**src/rtl/msb_pkg.sv**
```systemverilog
// rtl/msb_pkg.sv - shared FSM state, width helpers and shift computation for msb_rescale
package msb_pkg;

  typedef enum logic {
    IDLE  = 1'b0,
    SCALE = 1'b1
  } state_t;

  // Width of msb_index / shift_amt for a given element width
  function automatic int idx_width(input int width);
    return $clog2(width) + 1;
  endfunction

  // Width of the element counter for a given vector length
  function automatic int cnt_width(input int n);
    return $clog2(n) + 1;
  endfunction

  // Right shift that makes a value with MSB at position m fit in out_width signed bits
  function automatic int calc_shift(input int m, input int out_width);
    int s;
    s = m + 2 - out_width;
    return (s > 0) ? s : 0;
  endfunction

endpackage

```
**src/rtl/rescale_lane.sv**
```systemverilog
// rtl/rescale_lane.sv - combinational round-half-up, arithmetic shift and saturate of one element
module rescale_lane #(
  parameter int WIDTH     = 8,
  parameter int OUT_WIDTH = 8,
  parameter int SW        = 4
) (
  input  logic [WIDTH-1:0]     x,
  input  logic [SW-1:0]        s,
  output logic [OUT_WIDTH-1:0] y
);

  // Bounds of the signed output range, held at the widened working width
  localparam logic signed [WIDTH:0] MAX_V = (WIDTH+1)'((1 << (OUT_WIDTH-1)) - 1);
  localparam logic signed [WIDTH:0] MIN_V = ~MAX_V;

  logic signed [WIDTH:0] ext;
  logic signed [WIDTH:0] bias;
  logic signed [WIDTH:0] sum;
  logic signed [WIDTH:0] shifted;

  // One extra bit of headroom keeps the rounding add from wrapping at the positive end
  always_comb begin
    ext  = {x[WIDTH-1], x};
    bias = '0;
    if (s != '0) begin
      bias = {{WIDTH{1'b0}}, 1'b1} << (s - SW'(1));
    end
    sum     = ext + bias;
    shifted = sum >>> s;
    if (shifted > MAX_V) begin
      y = MAX_V[OUT_WIDTH-1:0];
    end else if (shifted < MIN_V) begin
      y = MIN_V[OUT_WIDTH-1:0];
    end else begin
      y = shifted[OUT_WIDTH-1:0];
    end
  end

endmodule

```
**src/rtl/msb_rescale.sv**
```systemverilog
// rtl/msb_rescale.sv - sequential block normalizer: common right shift, round, saturate, one element per cycle
module msb_rescale
  import msb_pkg::*;
#(
  parameter int WIDTH     = 8,
  parameter int N         = 4,
  parameter int OUT_WIDTH = 8
) (
  input  logic                            clk,
  input  logic                            reset,
  input  logic                            start,
  input  logic [N-1:0][WIDTH-1:0]         In,
  input  logic [$clog2(WIDTH):0]          msb_index,
  output logic [N-1:0][OUT_WIDTH-1:0]     Out,
  output logic [$clog2(WIDTH):0]          shift_amt,
  output logic                            busy,
  output logic                            done
);

  localparam int IW   = idx_width(WIDTH);
  localparam int CW   = cnt_width(N);
  localparam int SELW = (N > 1) ? $clog2(N) : 1;

  state_t                    state;
  state_t                    state_next;
  logic [CW-1:0]             idx;
  logic [SELW-1:0]           sel;
  logic [N-1:0][WIDTH-1:0]   x_reg;
  logic [IW-1:0]             m_clamped;
  logic [IW-1:0]             shift_next;
  logic [OUT_WIDTH-1:0]      lane_y;
  logic                      load;
  logic                      step;
  logic                      last;

  assign sel = idx[SELW-1:0];

  // Clamp the reported MSB position to the element width and derive the common shift
  always_comb begin
    m_clamped = msb_index;
    if (msb_index > IW'(WIDTH - 1)) begin
      m_clamped = IW'(WIDTH - 1);
    end
    shift_next = IW'(calc_shift(int'(m_clamped), OUT_WIDTH));
  end

  rescale_lane #(
    .WIDTH     (WIDTH),
    .OUT_WIDTH (OUT_WIDTH),
    .SW        (IW)
  ) u_lane (
    .x (x_reg[sel]),
    .s (shift_amt),
    .y (lane_y)
  );

  // Next-state and control strobes; start is only honoured from IDLE
  always_comb begin
    state_next = state;
    load       = 1'b0;
    step       = 1'b0;
    last       = (idx == CW'(N - 1));
    case (state)
      IDLE: begin
        if (start) begin
          load       = 1'b1;
          state_next = SCALE;
        end
      end
      SCALE: begin
        step = 1'b1;
        if (last) begin
          state_next = IDLE;
        end
      end
      default: state_next = IDLE;
    endcase
  end

  // State register
  always_ff @(posedge clk or negedge reset) begin
    if (!reset) begin
      state <= IDLE;
    end else begin
      state <= state_next;
    end
  end

  // Datapath: latch the vector and shift on start, then write one result per cycle
  always_ff @(posedge clk or negedge reset) begin
    if (!reset) begin
      x_reg     <= '0;
      Out       <= '0;
      shift_amt <= '0;
      idx       <= '0;
      busy      <= 1'b0;
      done      <= 1'b0;
    end else begin
      done <= 1'b0;
      if (load) begin
        x_reg     <= In;
        shift_amt <= shift_next;
        idx       <= '0;
        busy      <= 1'b1;
      end
      if (step) begin
        Out[sel] <= lane_y;
        if (last) begin
          busy <= 1'b0;
          done <= 1'b1;
        end else begin
          idx <= idx + CW'(1);
        end
      end
    end
  end

endmodule

```
**config.mk**
```make
export PLATFORM = sky130hd
export DESIGN_NAME = msb_rescale
export DESIGN_NICKNAME = d
export VERILOG_FILES = /design/src/rtl/msb_pkg.sv /design/src/rtl/rescale_lane.sv /design/src/rtl/msb_rescale.sv
export SDC_FILE = /design/constraint.sdc
export NUM_CORES = 1
export LEC_CHECK = 0
export CAP_MARGIN = 20
export CELL_PAD_IN_SITES_DETAIL_PLACEMENT = 0
export CELL_PAD_IN_SITES_GLOBAL_PLACEMENT = 1
export CORE_MARGIN = 5
export CORE_UTILIZATION = 36
export CTS_BUF_LIST = sky130_fd_sc_hd__clkbuf_8 sky130_fd_sc_hd__clkbuf_16
export DETAILED_ROUTE_END_ITERATION = 8
export GPL_TIMING_DRIVEN = 0
export PLACE_DENSITY_LB_ADDON = 0.05
export SYNTH_ARGS = -nofsm -noshare
export SYNTH_HDL_FRONTEND = slang
export SYNTH_SLANG_ARGS = --single-unit
export TNS_END_PERCENT = 1
```
**constraint.sdc**
```tcl
create_clock -name clk -period 3.35 [get_ports clk]
set_input_delay 0.67 -clock clk [delete_from_list [all_inputs] [get_ports clk]]
set_output_delay 0.67 -clock clk [all_outputs]
set_load 0.01 [all_outputs]
```
Yosys cells after proc, flatten, opt, wreduce, memory -nomap -nowiden
Cells that the tools add are included.
W data, S select, Z words.
- flip-flop bits (word level): 74
- input bits: 39
- word-level logic and storage cells: 53
- $add $sub $neg: 5
- order comparisons: 6
- eq/ne operators: 1
- shift-type cells: 2
- mux-type cells: 23
- bitwise logic cells: 1
- reduce and logical (&&, ||, !) cells: 2
- operator list (kind ; count):
    $bwmux W32 ; 1
    $mux W8 ; 4
    $bmux W8 S2 ; 1
    $demux W8 S2 ; 1
    $add A8 B9 Y9 ; 1
    $gt A9 B8 Y1 const B ; 1
    $lt A9 B8 Y1 const B ; 1
    $mux W1 ; 9
    $mux W3 ; 3
    $mux W9 ; 1
    $shl A1 B4 Y9 const A ; 1
    $sshr A9 B4 Y9 ; 1
    $mux W4 ; 2
    $gt A6 B1 Y1 const B ; 1
    $sub A5 B4 Y6 const B ; 1
    $add A4 B2 Y5 const B ; 1
    $gt A4 B3 Y1 const B ; 1
    $reduce_bool A4 Y1 ; 1
    $sub A4 B1 Y4 const B ; 1
    $add A3 B1 Y3 const B ; 1
    $eq A3 B2 Y1 const B ; 1
    $lt A2 B3 Y1 const B ; 1
    $ge A2 B1 Y1 const B ; 1
    $pmux W1 S2 ; 1
    2 further kinds ; 2

Depth between registers and ports, before layout
- depth after elaboration: 9
- depth in mapped cells: 13

Modules after synthesis
A second synthesis with hierarchy kept.
- cell total of the unflattened synthesis: 350
- area total of the unflattened synthesis: 4374.2 um^2
- by module, submodules not included (module ; instances ; cells an instance ; area each (um^2) ; sequential area each (um^2)):
    msb_rescale ; 1 ; 194 ; 3300.7 ; 1851.8
    rescale_lane ; 1 ; 156 ; 1073.5 ; 0.0

Least setup slack after synthesis
Ideal clock, no wire load.
- path type: flip-flop to flip-flop
- start point: reg idx[0]
- end point: reg Out[4] (netlist name)
- library setup time: 0.131 ns
- arrival: 3.460 ns
- data required time: 3.219 ns
- slack: -0.241 ns
- stages on the path, launching flop included: 12
- buffers on the path: 1
- period minus slack after synthesis: 3.591 ns
- cell sequence: dfrtp_1 -> buf_6 -> mux4_1 -> ha_1 -> fa_1 -> a21o_1 -> a21oi_1 -> o221ai_1 -> xnor2_2 -> or4_4 -> a311oi_4 -> o21ai_1
- longest elaborated chain between the ends: 8
- elaborated cells on any way between the ends: 14
- those cells by class: add/sub: 1; order compare: 4; shift: 1; mux: 7; reduce/logical: 1
- RTL lines (element ; RTL line ; text):
    start: declaration ; msb_rescale.sv:26 ; logic [CW-1:0] idx;
    start signal: assignment ; msb_rescale.sv:112 ; idx <= idx + CW'(1);
    $bmux W8 S2 ; msb_rescale.sv:52 ; .x (x_reg[sel]),
    $mux W8 (implied by the code) ; msb_rescale.sv:52 ;
    $add A8 B9 Y9 ; rescale_lane.sv:28 ; sum = ext + bias;
    $sshr A9 B4 Y9 ; rescale_lane.sv:29 ; shifted = sum >>> s;
    $lt A9 B8 Y1 ; rescale_lane.sv:32 ; end else if (shifted < MIN_V) begin
    $mux W8 ; rescale_lane.sv:32 ;
    $mux W8 ; rescale_lane.sv:30 ; if (shifted > MAX_V) begin
    $bwmux W32 * ; msb_rescale.sv:107 ; Out[sel] <= lane_y;
    end signal: indexed assignment ; msb_rescale.sv:107 ;
    end: declaration ; msb_rescale.sv:14 ; output logic [N-1:0][OUT_WIDTH-1:0] Out,
Every way passes the cells marked *; elsewhere a longest branch is shown, timed or not. The select of a mux whose other input is x is not followed.
A chain may end at the register's enable or synchronous reset.

Worst setup path after layout
- start point: reg idx[0]
- end point: reg Out[28] (netlist name)
Same word-level chain as after synthesis.

==> out/results.ini <==
[sta]
finalMaxSlewViolations = 0
timing.fmax_mhz = 292
period_needed_ns = 3.43
rsz0062_at_grt = true
setup-violations-final = 4
period_share_pct = 102
finalHoldViolCount = 0
setup_slack_ns = -0.0752
maxSlewHeadroom_pct = 57.8
whs_ns = 0.157
skew_ns = 0.0179
tightest_slew_ns = 0.633

[cells_and_area]
fillCellCount = 1065
nNetsFinal = 565
antenna_cells = 0
layout-drive-gt1-share_pct = 15.7
area_growth_pct = 37.5

[worst_setup_path]
cp.required_ns = 3.56
rr_startpoint = idx[0]
cp-start-kind = flop
reg2regPathDepth = 10
r2r_end = Out[28]
crit_type = reg2reg
crit_start = idx[0]
critical_path_depth = 10
arrival_ns = 3.64
path_buf_inv = 2
critical_path.endpoint = Out[28]
rrSetupSlack_ns = -0.08
critPathMaxStageDelay_ns = 0.66
slowest_stage = mux4_1
cpLargestDelayFamily = compound AO/OA/AOI/OAI gates
cp-end-kind = flop
crit_path_max_fanout = 7
path_cells = buf_6 -> mux4_1 -> ha_4 -> nand2_1 -> o31ai_4 -> o221ai_4 -> buf_4 -> or4_4 -> a311oi_4 -> o21ai_1

[run_status]
violations = setup timing
status = complete, but fails checks

[route]
wl_per_cell_um = 16.6
dr.pass1.iters = 4
vias = 3283
vias_per_cell = 5.01
post-route-drc-count = 0
drtAntennaViolNets = 0
wl_um = 10800
first_iter_violations = 151

[cts]
cts_buffers = 9
clock-sinks = 74
tritoncts = yes
cts-root-buf = clkbuf_8
ctsHoldBuffers = 0
insertion_delay_ns = 0.34
path_clk_slew_ns = 0.09
ctsLongestPathBuffers = 2
htree_levels = 3

[floorplan]
die_w_um = 114
design.core.area_um2 = 10700
dieArea_um2 = 13100
rows = 38
boundaryPins = 77
die_h_um = 114
initial_core_util_pct = 36.4

[run]
max_cap_violations = 0

[global_routing]
use_met2_pct = 26.6
grt_use_total_pct = 16.9
grt_busiest_layer = met2
use_met3_pct = 3.38
grtUsageMet1_pct = 24.3
grt_pass1_wl_um = 17300
grt_overflow = 0
grt_max_degree = 67
grt_pass1_vias = 3353
antenna_found_initial = 0

[logic_synthesis]
synth-async-reset-ratio_pct = 100
synth_top_flop_cell = dfrtp_1
yosysWarnings = 0
synthesis.area_um2 = 3910
synth.net_count = 466
synth_seq_cells = 74
synthCells = 412
synth.avg_cell_area_um2 = 9.50
synth-edff-count = 0
synth_seq_area_share_pct = 47.3
ys_types = 53

[place]
port_buffers = 76
place_ws_ns = -0.489
dp_hpwl_um = 7940
place_congestion = 0.841

[power_and_ir_drop]
power.density_nw_per_um2 = 1230
power_leakage_nw = 2.42
peakVddDrop_mv = 0.555

[hold_path]
hold_class = in2async

-- stage by stage --
stage	util (%)	power [mW]	setup TNS [ns]	area, µm²	instances
global route	50.1	7.12	-2.12	5380	655
global placement	45.3	5.21	-95.75	4860	628
floorplan	-	3.97	0	3930	412
CTS	48.4	6.24	-2.31	5200	650
detailed placement	45.5	5.24	-10.65	4890	629
finish	50.1	6.62	-0.258	5380	655
-- Yosys cell counts (3+ instances only) --
master | number | area, µm²
mux2i_1 | 10 | 100
dfrtp_1 | 74 | 1850
clkbuf_1 | 14 | 52.6
o31ai_1 | 5 | 37.5
nand3_1 | 4 | 20.0
a211o_1 | 3 | 26.3
ha_1 | 14 | 175
and3_1 | 3 | 18.8
nor2_1 | 22 | 82.6
inv_1 | 8 | 30.0
mux2_2 | 6 | 67.6
nor2b_1 | 3 | 18.8
o21ai_0 | 7 | 35.0
nand2b_1 | 6 | 37.5
mux4_1 | 6 | 158
a21o_1 | 3 | 22.5
o21ai_1 | 9 | 45.0
xor2_1 | 3 | 26.3
nand2_1 | 123 | 462
a21oi_1 | 45 | 225
or2_2 | 4 | 25.0
-- report_power, final --
part / switching (mW) / internal [mW]
clock: 0.347 / 0.418
sequential: 0.258 / 1.32
combinational: 2.32 / 1.95
total: 2.93 / 3.69
-- layer usage --
metal	part of all wire [%]	routed length (µm)
met5	0	0
met4	0.50	54
met3	3.3	358
met2	47	5050
met1	50	5380
-- area by class of cell --
class	count	area (µm²)	share of cell area [%]
multi-input cells	311	2150	39.9
flip-flops and latches	74	1850	34.4
repair buffers	90	883	16.4
well taps	140	175	3.26
clock buffers	9	124	2.30
clock inverters	6	90.1	1.67
plain buffers	17	80.1	1.49
inverters	8	30.0	0.558
-- worst min path at each step --
| stage | from | end | slack (ns) |
|---|---|---|---|
| after floorplan | reset | Out[0] | 0.37 |
| after global placement | x_reg[17] | x_reg[17] | 0.45 |
| after detailed placement | x_reg[4] | x_reg[4] | 0.45 |
| after CTS | reset | Out[28] | 0.14 |
| after global routing | reset | Out[28] | 0.14 |
| final | reset | Out[28] | 0.16 |
-- cell usage in the layout (no fill, tap or decap), types with 6 or more instances in the layout --
cell type / count
clkbuf_1: 12
mux2i_1: 10
a21oi_1: 38
buf_4: 14
clkdlybuf4s50_1: 75
clkbuf_8: 9
inv_1: 8
ha_1: 9
dfrtp_1: 74
o21ai_1: 8
nor2_1: 17
a21oi_2: 6
nand2b_1: 6
nand2_1: 123
mux2_2: 6
o21ai_0: 7
-- timing repair --
action | CTS | global route
hold endpoints to repair | 0 | 0
gates resized for setup | 10 | 27
endpoints found under the setup margin | 28 | 28
gates cloned | 0 | 0
pin swaps | 11 | 10
buffers inserted | 8 | 5
-- cells by family (layout without fill, tap and decap cells) --
group	Yosys count	count (layout)	synth area share, %
compound gates	86	86	13.4
xor+xnor	6	6	1.73
flops	74	74	47.3
mux	25	25	9.75
simple gates	178	178	19.9
other cells	1	1	0.0958
fa+ha+maj	15	15	4.99
buf+inv	27	130	2.85
Note: power is estimated with default switching activity, not from simulation.
